--- config.mk ---
export PLATFORM = sky130hd
export DESIGN_NAME = pic_host_interface
export DESIGN_NICKNAME = d
export VERILOG_FILES = /design/src/rtl/pic_pkg.sv /design/src/rtl/pic_strobe_timer.sv /design/src/rtl/pic_host_interface.sv
export SDC_FILE = /design/constraint.sdc
export NUM_CORES = 1
export LEC_CHECK = 0
export CAP_MARGIN = 15
export CELL_PAD_IN_SITES_DETAIL_PLACEMENT = 1
export CELL_PAD_IN_SITES_GLOBAL_PLACEMENT = 2
export CORE_ASPECT_RATIO = 0.5
export CORE_MARGIN = 1.5
export CORE_UTILIZATION = 34
export CTS_BUF_LIST = sky130_fd_sc_hd__clkbuf_2
export CTS_CLUSTER_SIZE = 10
export DETAILED_ROUTE_END_ITERATION = 10
export GPL_TIMING_DRIVEN = 0
export PLACE_DENSITY_LB_ADDON = 0.1
export SYNTH_ARGS = -nofsm -noshare
export SYNTH_HDL_FRONTEND = slang
export SYNTH_SLANG_ARGS = --single-unit
--- constraint.sdc ---
create_clock -name clk -period 3.47 [get_ports clk]
set_input_delay 0.694 -clock clk [delete_from_list [all_inputs] [get_ports clk]]
set_output_delay 0.694 -clock clk [all_outputs]
set_load 0.02 [all_outputs]
--- src/rtl/pic_pkg.sv ---
// Shared types and constants for the 8259 host-side interface.
// The DEF_* bytes are the default init program, also reused by PIC_8259 tests.
package pic_pkg;

  typedef enum logic [2:0] {
    ST_IDLE     = 3'd0,
    ST_W_SETUP  = 3'd1,
    ST_W_STROBE = 3'd2,
    ST_W_HOLD   = 3'd3,
    ST_INTA1    = 3'd4,
    ST_IGAP     = 3'd5,
    ST_INTA2    = 3'd6
  } pic_state_e;

  localparam logic [7:0] OCW2_NS_EOI = 8'h20;

  // A0 selects the command port (ICW1/OCW2/OCW3) or the data port (ICW2-4/OCW1).
  localparam logic A0_CMD  = 1'b0;
  localparam logic A0_DATA = 1'b1;

  localparam logic [7:0] DEF_ICW1 = 8'h13;
  localparam logic [7:0] DEF_ICW2 = 8'h20;
  localparam logic [7:0] DEF_ICW4 = 8'h01;
  localparam logic [7:0] DEF_OCW1 = 8'h00;

  localparam logic [1:0] INIT_LAST_IDX = 2'd3;

endpackage

--- src/rtl/pic_strobe_timer.sv ---
// Loadable down-counter timing WR/INTA pulses and the INTA gap.
// load_val is the number of cycles remaining after the load cycle; done is valid in the load cycle.
module pic_strobe_timer #(
  parameter int W = 2
) (
  input  logic         clk,
  input  logic         rst_n,
  input  logic         load,
  input  logic [W-1:0] load_val,
  output logic         done
);

  logic [W-1:0] count;

  assign done = load ? (load_val == '0) : (count == '0);

  always_ff @(posedge clk or negedge rst_n) begin
    if (!rst_n) begin
      count <= '0;
    end else if (load) begin
      count <= (load_val == '0) ? '0 : load_val - W'(1);
    end else if (count != '0) begin
      count <= count - W'(1);
    end
  end

endmodule

--- src/rtl/pic_host_interface.sv ---
// CPU-side master for an 8259: programs it with ICW/OCW writes, runs 8086-mode
// two-pulse INTA cycles to fetch vectors, and issues non-specific EOIs.
module pic_host_interface
  import pic_pkg::*;
#(
  parameter int         T_PULSE  = 2,
  parameter int         T_GAP    = 1,
  parameter logic [7:0] ICW1_VAL = DEF_ICW1,
  parameter logic [7:0] ICW2_VAL = DEF_ICW2,
  parameter logic [7:0] ICW4_VAL = DEF_ICW4,
  parameter logic [7:0] OCW1_VAL = DEF_OCW1
) (
  input  logic       clk,
  input  logic       rst_n,
  input  logic       init_start,
  output logic       init_done,
  input  logic       int_req,
  output logic       vec_valid,
  output logic [7:0] vec,
  input  logic       vec_ack,
  input  logic       eoi_req,
  output logic       eoi_done,
  output logic       cs,
  output logic       wr,
  output logic       rd,
  output logic       a0,
  output logic [7:0] d_out,
  output logic       d_oe,
  input  logic [7:0] d_in,
  output logic       inta,
  output logic       busy,
  output logic [2:0] dbg_state
);

  localparam int T_MAX = (T_PULSE > T_GAP) ? T_PULSE : T_GAP;
  localparam int TW    = $clog2(T_MAX + 1);

  localparam logic [TW-1:0] PULSE_LD = TW'(T_PULSE - 1);
  localparam logic [TW-1:0] GAP_LD   = TW'(T_GAP - 1);
  localparam logic [TW-1:0] SINGLE_LD = '0;

  pic_state_e    state;
  logic          init_pend;
  logic          eoi_pend;
  logic [1:0]    wr_idx;
  logic          wr_init;
  logic          tmr_load;
  logic [TW-1:0] tmr_val;
  logic          tmr_done;

  logic init_go;
  logic eoi_go;
  logic int_go;

  function automatic logic [7:0] init_byte(input logic [1:0] idx);
    case (idx)
      2'd0:    return ICW1_VAL;
      2'd1:    return ICW2_VAL;
      2'd2:    return ICW4_VAL;
      default: return OCW1_VAL;
    endcase
  endfunction

  pic_strobe_timer #(.W(TW)) u_timer (
    .clk      (clk),
    .rst_n    (rst_n),
    .load     (tmr_load),
    .load_val (tmr_val),
    .done     (tmr_done)
  );

  // A vector being acknowledged this cycle frees the slot, so a new INTA may start at once.
  assign init_go = init_start | init_pend;
  assign eoi_go  = (eoi_req | eoi_pend) & init_done;
  assign int_go  = int_req & init_done & (~vec_valid | vec_ack);

  assign rd        = 1'b1;
  assign busy      = (state != ST_IDLE);
  assign dbg_state = state;

  always_ff @(posedge clk or negedge rst_n) begin
    if (!rst_n) begin
      state     <= ST_IDLE;
      cs        <= 1'b1;
      wr        <= 1'b1;
      inta      <= 1'b1;
      a0        <= 1'b0;
      d_out     <= 8'h00;
      d_oe      <= 1'b0;
      init_done <= 1'b0;
      vec_valid <= 1'b0;
      vec       <= 8'h00;
      eoi_done  <= 1'b0;
      init_pend <= 1'b0;
      eoi_pend  <= 1'b0;
      wr_idx    <= 2'd0;
      wr_init   <= 1'b0;
      tmr_load  <= 1'b0;
      tmr_val   <= '0;
    end else begin
      eoi_done <= 1'b0;
      tmr_load <= 1'b0;

      if (vec_valid && vec_ack) vec_valid <= 1'b0;

      if (state != ST_IDLE) begin
        if (init_start) init_pend <= 1'b1;
        if (eoi_req)    eoi_pend  <= 1'b1;
      end

      case (state)
        ST_IDLE: begin
          if (init_go) begin
            init_pend <= 1'b0;
            init_done <= 1'b0;
            if (eoi_req) eoi_pend <= 1'b1;
            wr_init  <= 1'b1;
            wr_idx   <= 2'd0;
            cs       <= 1'b0;
            a0       <= A0_CMD;
            d_out    <= init_byte(2'd0);
            d_oe     <= 1'b1;
            state    <= ST_W_SETUP;
            tmr_load <= 1'b1;
            tmr_val  <= SINGLE_LD;
          end else if (eoi_go) begin
            eoi_pend <= 1'b0;
            wr_init  <= 1'b0;
            cs       <= 1'b0;
            a0       <= A0_CMD;
            d_out    <= OCW2_NS_EOI;
            d_oe     <= 1'b1;
            state    <= ST_W_SETUP;
            tmr_load <= 1'b1;
            tmr_val  <= SINGLE_LD;
          end else if (int_go) begin
            inta     <= 1'b0;
            state    <= ST_INTA1;
            tmr_load <= 1'b1;
            tmr_val  <= PULSE_LD;
          end
        end

        ST_W_SETUP: begin
          wr       <= 1'b0;
          state    <= ST_W_STROBE;
          tmr_load <= 1'b1;
          tmr_val  <= PULSE_LD;
        end

        ST_W_STROBE: begin
          if (tmr_done) begin
            wr       <= 1'b1;
            state    <= ST_W_HOLD;
            tmr_load <= 1'b1;
            tmr_val  <= SINGLE_LD;
          end
        end

        ST_W_HOLD: begin
          if (wr_init && (wr_idx != INIT_LAST_IDX)) begin
            // Init writes run back to back: CS and D_OE stay asserted across them.
            wr_idx   <= wr_idx + 2'd1;
            a0       <= A0_DATA;
            d_out    <= init_byte(wr_idx + 2'd1);
            state    <= ST_W_SETUP;
            tmr_load <= 1'b1;
            tmr_val  <= SINGLE_LD;
          end else begin
            cs    <= 1'b1;
            d_oe  <= 1'b0;
            a0    <= 1'b0;
            d_out <= 8'h00;
            state <= ST_IDLE;
            if (wr_init) init_done <= 1'b1;
            else         eoi_done  <= 1'b1;
          end
        end

        ST_INTA1: begin
          if (tmr_done) begin
            inta     <= 1'b1;
            state    <= ST_IGAP;
            tmr_load <= 1'b1;
            tmr_val  <= GAP_LD;
          end
        end

        ST_IGAP: begin
          if (tmr_done) begin
            inta     <= 1'b0;
            state    <= ST_INTA2;
            tmr_load <= 1'b1;
            tmr_val  <= PULSE_LD;
          end
        end

        ST_INTA2: begin
          // The byte is captured even if INT has dropped; the PIC then returns its IR7 vector.
          if (tmr_done) begin
            inta      <= 1'b1;
            vec       <= d_in;
            vec_valid <= 1'b1;
            state     <= ST_IDLE;
          end
        end

        default: begin
          state <= ST_IDLE;
        end
      endcase
    end
  end

endmodule

==> results.cfg <==
[critical_path]
path_max_fanout = 8
cp-start-kind = register
required_ns = 2.78
worst-setup-path-type = register to output port
reg2regPathDepth = 7
slowest_delay_ns = 0.55
worst-r2r-setup-slack_ns = 1.83
reg2reg_from = u_timer.count[0]$_DFFE_PN0P_
reg2reg_to = vec[1]$_DFFE_PN0P_
crit_arrival_ns = 1.90
critPathSlowestCell = clkdlybuf4s50_1
cp_cell_sequence = buf_2 -> nor3_4 -> inv_2 -> clkdlybuf4s50_1
cp-end-kind = output port

[floorplanning]
rows = 17
ios = 43
core_region_area_sq_um = 4510
start_util_pct = 36.4
die_w_microns = 101
dieArea_sq_um = 5280
fp.dieH_microns = 52.1

[clock_tree]
max-clock-path-buffers = 2
cts_resized = 0
holdBufCountCts = 0
postCtsSetupBuffers = 0
clock_tree.root_cell = clkbuf_2
htree_num_levels = 2
insertion_delay_ns = 0.36
cts.sinks = 31
cts_tree = yes
numCtsBuffers = 5
path_clk_slew_ns = 0.18

[detailed_routing]
drc_errors = 0
viasPerCell = 4.78
drtPass1Iterations = 4
ant_nets = 0
dr_total_vias = 1272
wl_microns = 3680
drt_iter0_markers = 27
wl_per_cell_microns = 13.8

[logic_synthesis]
synth-edff-count = 0
synth_area_leader_cell = dfrtp_1
yosysWarnings = 0
synth-seq-cells = 31
synth.distinct_cells = 51
yosysSeqAreaShare_pct = 47.5
yosys-top-cells-area = dfrtp_1 (43%), mux2_2 (6.2%), dfstp_2 (4.8%)
syn_inst = 152
netlist.area_leader.share_pct = 42.7
avgSynthCellArea_sq_um = 10.8
syn_area_sq_um = 1640
yosys_most_used_dff = dfrtp_1
async_flop_share_pct = 100

[final_layout]
syn_to_final_growth_pct = 30.7
layout_common_cells = clkdlybuf4s50_1 (36), dfrtp_1 (28), nand2_1 (15)
final_area_sq_um = 2140
utilization_pct = 47.6
nNetsFinal = 217
diodes = 0
final_common_cell = clkdlybuf4s50_1
drive_gt1_share_pct = 24.0

[sta]
tightest_slew_ns = 0.703
post-route-period-util_pct = 74.8
fmax_mhz = 385
clock_skew_ns = 0.00416
max_slew_margin_pct = 53.1
rsz0062_at_grt = no
tns_ns = 0
min_period_ns = 2.59
hold_viol = 0
finalSetupViolCount = 0
drv_slew = 0

[global_route]
grt_pass1_wl_microns = 6270
track_usage_pct = 16.0
grt_max_degree = 32
grt_pass1_vias = 1311
grt_antenna_before_repair = 0
grt_overflow_total = 0

[placed_design]
dpl-instance-area_sq_um = 2100
io_buffers = 37
globalplace.congestion = 0.731
hpwlAfterDp_microns = 2740

[pwr]
powerDensity_nw_per_um2 = 761
peakVddDrop_v = 0.000364
cellLeakagePower_nw = 0.912
power_mw = 1.63

[outcome]
status = completed

[worst_hold_path]
min_path_type = input port to async pin

[job]
max-cap-violations = 0
==> state kept, by name, indices dropped and copies added (netlist names) <==
name / count
d_out: 3
tmr_load: 1
dbg_state: 3
tmr_val: 1
vec: 8
eoi_pend: 1
wr_idx: 2
init_done: 1
vec_valid: 1
wr: 1
init_pend: 1
a0: 1
cs: 1
d_oe: 1
inta: 1
eoi_done: 1
wr_init: 1
u_timer.count: 2
==> logic make-up after synthesis <==
group                      share of synthesized area (%)
AOI/OAI and AO/OA                                   16.8
adders and majority gates                           3.05
muxes                                               6.18
and+or+nand+nor                                     18.2
other                                              0.458
xor gates and xnor gates                            1.07
buffers and inverters                               6.79
DFF                                                 47.5
==> routing by layer <==
metal | vias to the layer above | routed length, microns | track usage (%)
met2 | 29 | 1590 | 24.0
met5 | - | 0 | 0
met1 | 630 | 1850 | 21.7
li1 | 609 | - | -
met3 | 4 | 228 | 6.18
met4 | 0 | 19 | 3.47
==> final cells by class <==
cell class,count,area (sq um)
fill,504,2360
inverter,6,22.5
clock inverter,3,20.0
sequential,31,779
clock buffer,5,25.0
multi-input combinational,106,761
tap,66,82.6
buffer,12,88.8
timing repair buffer,37,365
==> worst max-delay path by stage <==
stage | slack (ns) | from | to
2_1_floorplan | 1.82 | dbg_state[2]$_DFFE_PN0P_ | busy
3_3_place_gp | 1.06 | rst_n | dbg_state[2]$_DFFE_PN0P_
3_5_place_dp | 1.21 | init_start | d_out[0]$_DFFE_PN0P_
4_1_cts | 0.83 | dbg_state[2]$_DFFE_PN0P_ | busy
5_1_grt | 0.73 | dbg_state[2]$_DFFE_PN0P_ | busy
6_report | 0.88 | dbg_state[2]$_DFFE_PN0P_ | busy
==> power by group <==
part           switching, mW  internal, mW
combinational          0.484         0.404
clock                  0.138        0.0479
sequential            0.0867         0.471
==> critical path, delay by kind of cell, from the launching register on <==
family / cells / cell delay (ns)
simple gates: 1 / 0.26
buf+inv: 3 / 0.86
flops: 1 / 0.41
==> cell usage after synthesis (2+ instances only) <==
cell type	number
dfrtp_1	28
nand2_1	15
a21oi_1	11
mux2_2	9
nor2_1	8
buf_4	7
nand2b_1	6
inv_1	5
o21ai_0	5
ha_1	4
dfstp_2	3
nor2_2	3
a31oi_1	2
and2_1	2
buf_2	2
buf_6	2
conb_1	2
nor2b_1	2
nor3_1	2
o211ai_2	2
o21a_1	2
==> through the flow <==
| step | cells | hold WS, ns | setup slack [ns] |
|---|---|---|---|
| 2_1_floorplan | 155 | 0.398 | 1.82 |
| 3_3_place_gp | 258 | 0.470 | 1.06 |
| 3_5_place_dp | 258 | 0.474 | 1.21 |
| 4_1_cts | 266 | 0.353 | 0.825 |
| 5_1_grt | 266 | 0.364 | 0.729 |
| 6_report | 266 | 0.346 | 0.875 |
Power figures use the tool's default switching activity.
